$ cat src/rtl/mc_pc_sequencer.sv
// mc_pc_sequencer: multi-cycle control FSM owning PC load/source, IR load, regfile and data-memory strobes.
// Optional MEM_WAIT_EN adds mem_ready so MEM can stretch until the memory responds.
module mc_pc_sequencer #(
  parameter int         CNT_W   = 32,
  parameter logic [5:0] HALT_OP = 6'b111111
) (
  input  logic             CLK,
  input  logic             Reset,
  input  logic [5:0]       opcode,
  input  logic [5:0]       funct,
  input  logic             zero,
`ifdef MEM_WAIT_EN
  input  logic             mem_ready,
`endif
  output logic             PCWre,
  output logic [1:0]       PCsrc,
  output logic             IRWre,
  output logic             RegWre,
  output logic             MemRd,
  output logic             MemWr,
  output logic [2:0]       state,
  output logic [CNT_W-1:0] instr_count,
  output logic             halted
);
  typedef enum logic [2:0] {
    S_IF = 3'd0, S_ID = 3'd1, S_EXE = 3'd2, S_MEM = 3'd3, S_WB = 3'd4, S_HALT = 3'd5
  } state_t;
  state_t st, nx;
  logic rdy;
`ifdef MEM_WAIT_EN
  assign rdy = mem_ready;
`else
  assign rdy = 1'b1;
`endif
  logic is_r, is_jr, is_alu, is_lw, is_sw, is_beq, is_bne, is_j, is_jal, is_halt, is_nop;
  logic is_br, is_jmp, taken;
  assign is_r    = opcode == 6'b000000;
  assign is_jr   = is_r && funct == 6'b001000;
  assign is_lw   = opcode == 6'b100011;
  assign is_sw   = opcode == 6'b101011;
  assign is_beq  = opcode == 6'b000100;
  assign is_bne  = opcode == 6'b000101;
  assign is_j    = opcode == 6'b000010;
  assign is_jal  = opcode == 6'b000011;
  assign is_halt = opcode == HALT_OP;
  assign is_alu  = (is_r && !is_jr) || opcode == 6'b001000 || opcode == 6'b001101 || opcode == 6'b001010;
  assign is_nop  = !(is_r || is_alu || is_lw || is_sw || is_beq || is_bne || is_j || is_jal || is_halt);
  assign is_br   = is_beq || is_bne;
  assign is_jmp  = is_j || is_jal || is_jr || is_nop;
  assign taken   = (is_beq && zero) || (is_bne && !zero);
  always_ff @(posedge CLK or negedge Reset)
    if (!Reset) st <= S_IF;
    else st <= nx;
  always_comb begin
    nx = S_IF;
    case (st)
      S_IF:   nx = S_ID;
      S_ID:   nx = is_jmp ? S_IF : is_halt ? S_HALT : S_EXE;
      S_EXE:  nx = is_br ? S_IF : (is_lw || is_sw) ? S_MEM : S_WB;
      S_MEM:  nx = !rdy ? S_MEM : is_lw ? S_WB : S_IF;
      S_WB:   nx = S_IF;
      S_HALT: nx = S_HALT;
      default: nx = S_IF;
    endcase
  end
  logic in_if, in_id, in_exe, in_mem, in_wb;
  assign in_if  = st == S_IF;
  assign in_id  = st == S_ID;
  assign in_exe = st == S_EXE;
  assign in_mem = st == S_MEM;
  assign in_wb  = st == S_WB;
  // Strobes are gated by Reset so an abort mid-instruction cannot leak a write.
  assign IRWre  = Reset && in_if;
  assign PCWre  = Reset && ((in_id && is_jmp) || (in_exe && is_br) || (in_mem && is_sw && rdy) || in_wb);
  assign PCsrc  = !Reset ? 2'b00 : (in_id && (is_j || is_jal)) ? 2'b10 : (in_id && is_jr) ? 2'b11 :
                  (in_exe && taken) ? 2'b01 : 2'b00;
  assign RegWre = Reset && ((in_wb && (is_alu || is_lw)) || (in_id && is_jal));
  assign MemRd  = Reset && in_mem && is_lw;
  assign MemWr  = Reset && in_mem && is_sw;
  assign state  = st;
  assign halted = st == S_HALT;
  always_ff @(posedge CLK or negedge Reset)
    if (!Reset) instr_count <= '0;
    else if (PCWre) instr_count <= instr_count + CNT_W'(1);
endmodule

$ cat config.mk
export PLATFORM = sky130hd
export DESIGN_NAME = mc_pc_sequencer
export DESIGN_NICKNAME = d
export VERILOG_FILES = /design/src/rtl/mc_pc_sequencer.sv
export SDC_FILE = /design/constraint.sdc
export NUM_CORES = 1
export LEC_CHECK = 0
export CORE_MARGIN = 5
export CORE_UTILIZATION = 52
export DETAILED_ROUTE_END_ITERATION = 10
export GPL_TIMING_DRIVEN = 0
export MAX_ROUTING_LAYER = met4
export PLACE_DENSITY_LB_ADDON = 0.15
export SETUP_SLACK_MARGIN = 0.4
export SLEW_MARGIN = 20
export SYNTH_ARGS = -nofsm -noshare
export SYNTH_HDL_FRONTEND = slang
export SYNTH_SLANG_ARGS = --single-unit
$ cat constraint.sdc
create_clock -name CLK -period 3.7 [get_ports CLK]
set_input_delay 0.74 -clock CLK [delete_from_list [all_inputs] [get_ports CLK]]
set_output_delay 0.74 -clock CLK [all_outputs]
set_load 0.1 [all_outputs]
==> results by group, run 1 <==
Run status
  • Status: complete, no violations

Worst setup path
  • Critical Path Fanout Max: 6
  • Stages on worst setup path: 8
  • CP endpoint kind: output port
  • CP endpoint: PCWre
  • Most used cell, CP: buf_6
  • Cell family with most CP delay: buffers and inverters
  • Reg-to-reg setup timing slack: 1320 ps
  • R2R Path End: instr_count[22]
  • CP Launch Point: opcode[4]
  • Critical R2R Launch: state[0]
  • CP Buf/Inv Count: 4
  • Critical path type: in -> out
  • CP Launch Type: primary input
  • Critical Path RT: 2960 ps
  • Worst Reg2Reg Path Length in Cells: 9
  • Ordered cell list for the critical path: clkdlybuf4s15_1 -> or4b_4 -> nand3_1 -> o211ai_2 -> a221oi_4 -> buf_6 -> clkinvlp_4 -> buf_6
  • CP max stage cell: or4b_4
  • Worst path arrival time: ~2500 ps
  • CP peak stage delay: approximately 530 ps

Logic synthesis
  • Post-Syn Nets: 233
  • Post-synthesis sequential area ratio: 41.5%
  • Share of the synthesized area in the top cell type: about two fifths
  • Synth Instances: between 200 and 250
  • #FFs+latches synth: 35
  • Synthesized area: 0.00211 mm2
  • Synth area leader: dfrtp_1
  • Area contributors post-synth: dfrtp_1 41%, xor2_1 11%, nor4_1 3.3%
  • Yosys warns: 0
  • Syn avg cell area: 9.73 um2
  • Netlist cell types: 43

STA
  • Minimum clock period: 3220 ps
  • Worst-Margin Slew: 988 ps
  • Max_slew headroom: 33.9%
  • Final setup violation count: 0
  • Max Transition Viols Final: 0
  • Final period util: between 80% and 90%
  • Fin. Hold Viols: 0
  • Setup TNS: 0 ps
  • F_max: approximately 310 MHz
  • Slack of the critical path: a little under 500 ps
  • RSZ-0062 raised after global routing: yes
  • Clock skew: ~5.3 ps

Pwr
  • Peak supply drop: 0.000760 V
  • Overall power: 1.82 mW
  • P_leak: 1.17 nW
  • Internal power: 851 uW
  • Clock Power Share: 14.8%
  • Comb power frac: a little under three fifths
  • Pwr Density: 622 mW/mm2
  • Sw power: about 970 uW
  • Switching portion of total power: 53.2%
  • Flop pwr share: between 20% and 30%

Final layout
  • Most frequent cells in the layout: 45 x clkdlybuf4s50_1, 33 x dfrtp_1, 27 x xor2_1
  • N_diodes: 0
  • Nets: 299
  • Area Growth Syn to Fin: 38.3%
  • Commonest non-fill, non-tap cell in the layout: clkdlybuf4s50_1
  • Share of cells above drive strength 1: 18.7%
  • Non-Filler Instances: approximately 330
  • Fin area: 0.00292 mm2

Route
  • Drt first pass iters: 4
  • DRT iter0 DRCs: 135
  • Vias: 1908
  • Drc violations: 0
  • WL per Instance: 15.9 um
  • Final ANT Viol Nets: 0
  • Routed wire length: 5310 um
  • Via density: approximately 5.7

Run
  • Max Cap Viol: 0

Place
  • GPL Wtd Cong: around 0.85
  • IO buf count: 55
  • Placed Cells: 323
  • Area after DPL: approximately 0.0028 mm2
  • Pre-CTS WS: -840 ps
  • DP Wirelength: 3860 um

Floorplanning
  • Core area: approximately 0.0040 mm2
  • Initial core utilization: between 50% and 60%
  • Die area: 0.00544 mm2
  • Chip height: 73.7 um
  • # IOs: 58
  • Row count: 23
  • Die W: 73.7 um

Global route
  • Congestion Overflow GR: 0
  • Vias in the first global route: 1897
  • Largest net degree at the start of global routing: 33
  • First-pass GRT wire length: 9030 um
  • Global router's overall resource usage: 22.2%
  • Initial antenna violation count: 0

Clock tree
  • Skew-Pair Late Insertion Delay: 290 ps
  • TritonCTS sink count: 35
  • CTS clock-pin slew for the worst setup and hold paths: 70 ps
  • Cts bufs inserted: 5
  • CTS H-Tree Depth: 2
  • Root Buffer: clkbuf_8
  • CTS tree: built
  • CTS max path bufs: 2
  • Hold-fix buffers at CTS: 0

Hold path
  • Worst Hold Class: in -> async
-- Yosys cell counts (all sizes together) --
cell,instances
buf,6
and4,2
nor4,15
or2b,1
a31oi,2
nor4b,6
ha,1
nor3,12
nand3,13
or3,1
xor2,27
xnor2,5
nor2b,4
and2,2
dfrtp,35
nand2,17
o21ai,2
a311o,1
a221oi,2
or2,2
o31ai,3
nor2,14
o211ai,1
o311a,1
clkbuf,4
o21bai,1
a21oi,5
and3,2
nor3b,4
a21boi,1
nand4bb,1
a31o,1
nand2b,4
nand4,9
inv,8
or4b,1
mux2,1
-- repair_timing --
| item | CTS | global route |
|---|---|---|
| endpoints found under the setup margin | 6 | 5 |
| resized for setup | 34 | 11 |
| pin swaps | 2 | 2 |
| setup buffers | 2 | 1 |
| hold endpoints to repair | 0 | 0 |
| gates cloned | 0 | 0 |
-- metrics by stage --
stage                     hold slack [ps]  util, %
after floorplan                       444        -
after global placement                463     70.6
after detailed placement              459     71.0
after CTS                             294     73.7
after global routing                  295     73.6
final                                 294     73.6
-- sequential cells by signal, summed over array words and instances, names as in the netlist --
name	count
instr_count	32
state	3
-- power by group through the flow --
stage               clock network [mW]  logic [mW]  registers (mW)
floorplan                            0       0.353           0.946
global placement                     0        1.00           0.530
detailed placement                   0        1.01           0.531
CTS                              0.276        1.02           0.525
global route                     0.291        1.06           0.539
finish                           0.270        1.02           0.525
-- layout make-up --
class,count,area [um2]
fill,311,1050
buffer,10,98.8
timing repair buffer,59,579
sequential,35,881
multi-input combinational,164,1180
clock buffer,6,72.6
inverter,8,33.8
clock inverter,2,12.5
tap,50,62.6
-- how the worst min path moves through the flow --
| stage | from | endpoint | slack (ps) | depth (start not counted) |
|---|---|---|---|---|
| floorplan | Reset | instr_count[0] | 440 | 0 |
| global placement | instr_count[31] | instr_count[31] | 460 | 1 |
| detailed placement | instr_count[31] | instr_count[31] | 460 | 1 |
| CTS | Reset | state[0] | 290 | 1 |
| global route | Reset | state[0] | 300 | 1 |
| finish | Reset | state[0] | 290 | 1 |
-- routing by layer --
metal,up-vias,part of all wire [%],wire (um),global-route usage (%)
li1,910,-,-,-
met1,923,41,2180,28.5
met2,64,51,2710,35.2
met3,11,6.1,324,4.92
met4,0,1.8,95,6.24
met5,-,0,0,-
-- cells by family (layout without fill, tap and decap cells) --
logic type / count (synthesis) / after routing / synth area share [%]
simple gates: 110 / 110 / 31.8
buf+inv: 18 / 85 / 4.74
compound gates: 20 / 20 / 7.64
xor+xnor: 32 / 32 / 13.3
mux: 1 / 1 / 0.533
flops: 35 / 35 / 41.5
fa+ha+maj: 1 / 1 / 0.592
-- worst reg2reg max path, cell delays in order, from the launching register on --
cell	delay, ps
dfrtp_4	400
buf_2	210
nand2b_1	190
a311o_1	380
o211ai_2	100
a221oi_4	100
buf_4	180
buf_6	140
nor4_1	410
xor2_1	190
Power figures use the tool's default switching activity.
==> run 2, diff against run 1 <==
- CORE_MARGIN: 5 -> 10
==> run 2 against run 1 <==
  * Cell count stayed put
  * Wire length is 7.5% higher
  * Sequential share of layout area is 0.052 points lower
  * Sequential cell count stayed put
  * Sequential power is 0.8% higher
  * Critical path depth stayed put
  * Critical endpoint unchanged
==> results by group, run 2 (synthesized netlist as in run 1, its figures left out) <==
Run status
  • Status: complete, no violations

Floorplanning
  • Die W: 83.7 um (+14%)
  • Core area: 0.00397 mm2 (unchanged)
  • Chip height: 83.7 um (+14%)
  • Die area: 0.00701 mm2 (+29%)
  • Initial core utilization: 53.2% (unchanged)
  • # IOs: 58 (unchanged)
  • Row count: 23 (unchanged)

Final layout
  • Largest register FFs: 32 (unchanged)
  • Nets: 299 (unchanged)
  • N_diodes: 0 (unchanged)
  • Non-Filler Instances: 334 (unchanged)
  • Share of cells above drive strength 1: 19.0% (+0.35 points)
  • Biggest register: instr_count
  • Commonest non-fill, non-tap cell in the layout: clkdlybuf4s50_1
  • Most frequent cells in the layout: 44 x clkdlybuf4s50_1, 33 x dfrtp_1, 27 x xor2_1
  • Area Growth Syn to Fin: 38.6%

Clock tree
  • TritonCTS sink count: 35 (unchanged)
  • CTS H-Tree Depth: 2 (unchanged)
  • Cts bufs inserted: 5 (unchanged)
  • Skew-Pair Late Insertion Delay: 290 ps (about the same)
  • CTS clock-pin slew for the worst setup and hold paths: 70 ps (about the same)
  • Root Buffer: clkbuf_8
  • Hold-fix buffers at CTS: 0 (unchanged)
  • CTS max path bufs: 2 (unchanged)
  • CTS tree: built

Run
  • Max Cap Viol: 0 (unchanged)

Place
  • IO buf count: 55 (unchanged)
  • GPL Wtd Cong: 0.829 (-2.8%)
  • Pre-CTS WS: -847 ps (-7.26 ps)
  • Placed Cells: 323 (unchanged)
  • DP Wirelength: 4250 um (+10%)

Route
  • Via density: 5.75 (+0.68%)
  • Drc violations: 0 (unchanged)
  • DRT iter0 DRCs: 103 (-24%)
  • Drt first pass iters: 4 (unchanged)
  • Vias: 1921 (+0.68%)
  • Routed wire length: 5710 um (+7.5%)
  • Final ANT Viol Nets: 0 (unchanged)
  • WL per Instance: 17.1 um (+7.5%)

Hold path
  • Worst Hold Class: in -> async

Worst setup path
  • Worst Reg2Reg Path Length in Cells: 9 (unchanged)
  • Critical R2R Launch: state[0]
  • Critical Path Fanout Max: 10 (+4)
  • CP max stage cell: clkdlybuf4s50_1
  • Ordered cell list for the critical path: clkdlybuf4s50_1 -> clkbuf_4 -> a311o_1 -> o211ai_2 -> a221oi_4 -> buf_6 -> clkinvlp_4 -> buf_8
  • CP Launch Type: primary input
  • CP endpoint kind: output port
  • CP Buf/Inv Count: 5 (+1)
  • Critical Path RT: 2960 ps (about the same)
  • CP peak stage delay: 480 ps (-50 ps)
  • Worst path arrival time: 2460 ps (-20 ps)
  • Reg-to-reg setup timing slack: 1280 ps (-40 ps)
  • Critical path type: in -> out
  • R2R Path End: instr_count[12]
  • Cell family with most CP delay: buffers and inverters

STA
  • Minimum clock period: 3200 ps (-19.3 ps)
  • Worst-Margin Slew: 995 ps (+6.92 ps)
  • Final period util: 86.4% (-0.52 points)
  • Max Transition Viols Final: 0 (unchanged)
  • RSZ-0062 raised after global routing: no
  • F_max: 313 MHz (+0.60%)
  • Slack of the critical path: 502 ps (+19.3 ps)
  • Fin. Hold Viols: 0 (unchanged)
  • Final setup violation count: 0 (unchanged)
  • Max_slew headroom: 33.5% (-0.46 points)
  • Clock skew: 6.71 ps (+1.43 ps)

Pwr
  • Pwr Density: 631 mW/mm2 (+1.4%)
  • Peak supply drop: 0.000693 V (-8.8%)
  • P_leak: 1.19 nW (+1.5%)

Global route
  • Vias in the first global route: 1946 (+2.6%)
  • Initial antenna violation count: 0 (unchanged)
  • Largest net degree at the start of global routing: 30 (-9.1%)
  • Congestion Overflow GR: 0 (unchanged)
  • First-pass GRT wire length: 9630 um (+6.6%)
  • Global router's overall resource usage: 16.6% (-5.5 points)
[run 2: worst register-to-register path, stage by stage (launching register included)]
cell and delay (ps):
dfrtp_4 400, buf_2 220, nand2b_1 180, a311o_1 390, o211ai_2 110, a221oi_4 100
buf_4 170, buf_6 150, nor4_1 420, xor2_1 200
[run 2: worst max-delay path by stage]
| stage | start | end | slack [ps] | cells after the start |
|---|---|---|---|---|
| 6_report | opcode[0] | PCWre | 500 | 8 |
| 3_3_place_gp | Reset | PCWre | -1880 | 7 |
| 2_1_floorplan | state[1] | PCWre | 50 | 5 |
| 5_1_grt | opcode[0] | PCWre | 410 | 8 |
| 4_1_cts | opcode[3] | PCWre | 320 | 9 |
| 3_5_place_dp | opcode[5] | PCWre | -850 | 8 |
[run 2: layer usage]
layer | up-vias | share of wire, % | track usage [%]
met1 | 932 | 44 | 20.0
met4 | 0 | 1.1 | 3.81
met2 | 61 | 50 | 27.5
met5 | - | 0 | -
li1 | 918 | - | -
met3 | 10 | 4.8 | 4.00
[run 2: layout make-up]
type	instances	area, um2
Tap cell	50	62.6
Fill cell	313	1040
Sequential cell	35	881
Multi-Input combinational cell	164	1180
Clock inverter	1	5.00
Clock buffer	7	86.3
Inverter	8	33.8
Buffer	10	101
Timing Repair Buffer	59	577
[run 2: metrics by stage]
stage	power (mW)	hold slack, ps	utilization [%]	setup TNS [ps]	area, um2
global route	1.93	346	73.7	0	2930
finish	1.85	330	73.7	0	2930
global placement	1.54	459	70.6	-24030	2800
detailed placement	1.55	462	71.0	-2940	2820
CTS	1.84	330	73.4	0	2910
floorplan	1.30	444	-	0	2190
[run 2: repair_timing]
action                                 4_1_cts  5_1_grt
gates resized for setup                     40        9
pin swaps                                    1        3
buffers inserted                             2        1
setup endpoints to repair                    7        4
endpoints found under the hold margin        0        0
[run 2: power by group]
group | internal [mW] | total, mW | switching, mW | leakage, nW
logic | 0.273 | 1.03 | 0.761 | 0.716
clock network | 0.150 | 0.284 | 0.134 | 0.0482
registers | 0.447 | 0.529 | 0.0825 | 0.427
total | 0.870 | 1.85 | 0.977 | 1.19
==> run 3, diff against run 2 <==
- REMOVE_ABC_BUFFERS: unset -> 1
==> run 3 against run 2 <==
  * Via count shrank 3.2%
  * Critical path type unchanged
  * Hold slack worse by 35 ps
  * Combinational power is 6% lower
  * Clock power up 21%
  * Sequential cell count unchanged
  * Design area fell by 3.0%
  * Setup slack worse by 53 ps
  * Highest routed layer unchanged
  * First-iteration DRC count rose by 37%
  * Utilization is 2.2 points lower
  * Count of clock-buffer cells in the layout is 2 lower
  * Largest cell class unchanged
==> results by group, run 3 (synthesized netlist as in run 1, its figures left out) <==
Route
  • Drc violations: 0 (unchanged)
  • Via density: 5.72 (-0.55%)
  • WL per Instance: 16.8 um (-1.7%)
  • DRT iter0 DRCs: 141 (+37%)
  • Routed wire length: 5460 um (-4.3%)
  • Vias: 1859 (-3.2%)
  • Drt first pass iters: 4 (unchanged)
  • Final ANT Viol Nets: 0 (unchanged)

Clock tree
  • CTS max path bufs: 2 (unchanged)
  • TritonCTS sink count: 35 (unchanged)
  • Skew-Pair Late Insertion Delay: 290 ps (about the same)
  • Cts bufs inserted: 5 (unchanged)
  • Root Buffer: clkbuf_8
  • CTS H-Tree Depth: 2 (unchanged)
  • CTS tree: built
  • CTS clock-pin slew for the worst setup and hold paths: 80 ps (about the same)

STA
  • Hold_ws: 294 ps (-35.3 ps)
  • Slack of the critical path: 450 ps (-52.7 ps)
  • RSZ-0062 raised after global routing: yes
  • Final setup violation count: 0 (unchanged)
  • Max_slew headroom: 33.2% (-0.27 points)
  • Fin. Hold Viols: 0 (unchanged)
  • Clock skew: 10.1 ps (+3.37 ps)
  • Final period util: 87.8% (+1.4 points)
  • Minimum clock period: 3250 ps (+52.7 ps)
  • F_max: 308 MHz (-1.6%)
  • Worst-Margin Slew: 999 ps (+4.02 ps)
  • Max Transition Viols Final: 0 (unchanged)

Place
  • Placed Cells: 316 (-2.2%)
  • DP Wirelength: 4060 um (-4.3%)
  • GPL Wtd Cong: 0.926 (+12%)
  • IO buf count: 57 (+3.6%)
  • Area after DPL: 0.00271 mm2 (-4.0%)
  • Pre-CTS WS: -1040 ps (-194 ps)

Global route
  • Vias in the first global route: 1854 (-4.7%)
  • Congestion Overflow GR: 0 (unchanged)
  • Global router's overall resource usage: 15.8% (-0.80 points)
  • Initial antenna violation count: 0 (unchanged)
  • Largest net degree at the start of global routing: 33 (+10%)
  • First-pass GRT wire length: 9180 um (-4.7%)

Final layout
  • FILL cells: 319 (+1.9%)
  • Largest register FFs: 32 (unchanged)
  • Nets: 290 (-3.0%)
  • Utilization after layout: 71.5% (-2.2 points)
  • Sequential cell area: 876 um2 (-0.57%)
  • Fin area: 0.00284 mm2 (-3.0%)
  • Area Growth Syn to Fin: 34.4%
  • Most frequent cells in the layout: 43 x clkdlybuf4s50_1, 35 x dfrtp_1, 27 x xor2_1
  • Commonest non-fill, non-tap cell in the layout: clkdlybuf4s50_1
  • N_diodes: 0 (unchanged)
  • Share of cells above drive strength 1: 13.8% (-5.2 points)
  • Non-Filler Instances: 325 (-2.7%)
  • Biggest register: instr_count
  • Area occupied by multi-input gates: 0.00115 mm2 (-2.3%)

Floorplanning
  • Row count: 23 (unchanged)
  • Die area: 0.00701 mm2 (unchanged)
  • Chip height: 83.7 um (unchanged)
  • # IOs: 58 (unchanged)
  • Initial core utilization: 53.2% (unchanged)
  • Die W: 83.7 um (unchanged)
  • Core area: 0.00397 mm2 (unchanged)

Worst setup path
  • CP peak stage delay: 600 ps (+120 ps)
  • Critical R2R Launch: state[2]
  • CP Launch Type: primary input
  • Critical Path Fanout Max: 6 (-4)
  • CP endpoint kind: output port
  • Worst Reg2Reg Path Length in Cells: 7 (-2)
  • CP endpoint: PCWre
  • R2R Path End: instr_count[1]
  • Critical path type: in -> out
  • Ordered cell list for the critical path: dlygate4sd2_1 -> or4b_4 -> nand3_2 -> o211ai_2 -> a221oi_4 -> inv_1 -> buf_8
  • CP max stage cell: or4b_4
  • Critical Path RT: 2960 ps (about the same)
  • Reg-to-reg setup timing slack: 1300 ps (+20 ps)
  • Worst path arrival time: 2510 ps (+50 ps)
  • CP Launch Point: opcode[4]

Pwr
  • Pwr Density: 653 mW/mm2 (+3.5%)
  • P_leak: 1.16 nW (-2.5%)
  • Peak supply drop: 0.000781 V (+13%)

Hold path
  • Worst Hold Class: in -> async

Run status
  • Status: complete, no violations

Run
  • Max Cap Viol: 0 (unchanged)
==> run 3: changes by cell type in the layout (fill, tap and decap cells not counted), moves of 2 or more <==
cell	before	now
buf_2	5	1
dfrtp_1	33	35
nor3_1	9	11
dlygate4sd2_1	1	4
buf_6	5	0
a21oi_2	3	0
nor3_2	3	1
a21oi_1	2	5
clkbuf_1	3	0
==> run 3: how the worst min path moves through the flow <==
| stage | cells past startpoint | to | slack [ps] | from |
|---|---|---|---|---|
| final | 1 | instr_count[25] | 290 | Reset |
| after global routing | 1 | instr_count[25] | 300 | Reset |
| after CTS | 1 | instr_count[25] | 300 | Reset |
| after detailed placement | 1 | instr_count[31] | 460 | instr_count[31] |
| after global placement | 1 | instr_count[31] | 460 | instr_count[31] |
| after floorplan | 0 | instr_count[0] | 440 | Reset |
==> run 3: power by group <==
group          internal, mW  switching [mW]  total (mW)
combinational         0.243           0.723       0.966
sequential            0.442           0.101       0.543
clock                 0.201           0.145       0.345
==> run 3: through the flow <==
step                power (mW)  TNS (ps)
floorplan                 1.24     -1520
global placement          1.48    -36460
detailed placement        1.50     -3510
CTS                       1.85         0
global route              1.93         0
finish                    1.85         0
==> run 3: repair_timing <==
item / 4_1_cts / 5_1_grt
hold buffers: 0 / 0
resized for setup: 46 / 10
pin swaps: 2 / 2
setup endpoints to repair: 8 / 6
setup buffers: 1 / 0
==> run 3: layout make-up <==
| class | instances | share of cell area (%) |
|---|---|---|
| clock buffers | 5 | 2.42 |
| flip-flops and latches | 35 | 30.9 |
| well taps | 50 | 2.20 |
| repair buffers | 60 | 21.3 |
| multi-input cells | 164 | 40.6 |
| clock inverters | 3 | 1.54 |
| inverters | 8 | 1.06 |
==> run 3: layer usage <==
layer,track usage [%],wire length (um),vias to the layer above
li1,-,-,904
met1,20.4,2600,900
met2,23.6,2570,51
met3,4.69,257,4
met4,4.26,32,0
met5,-,0,-
==> run 3: worst max-delay path: cells and delay by family <==
family	cells	cell delay [ps]
AND/OR/NAND/NOR	2	700
buffers and inverters	3	580
AO/OA/AOI/OAI	2	470
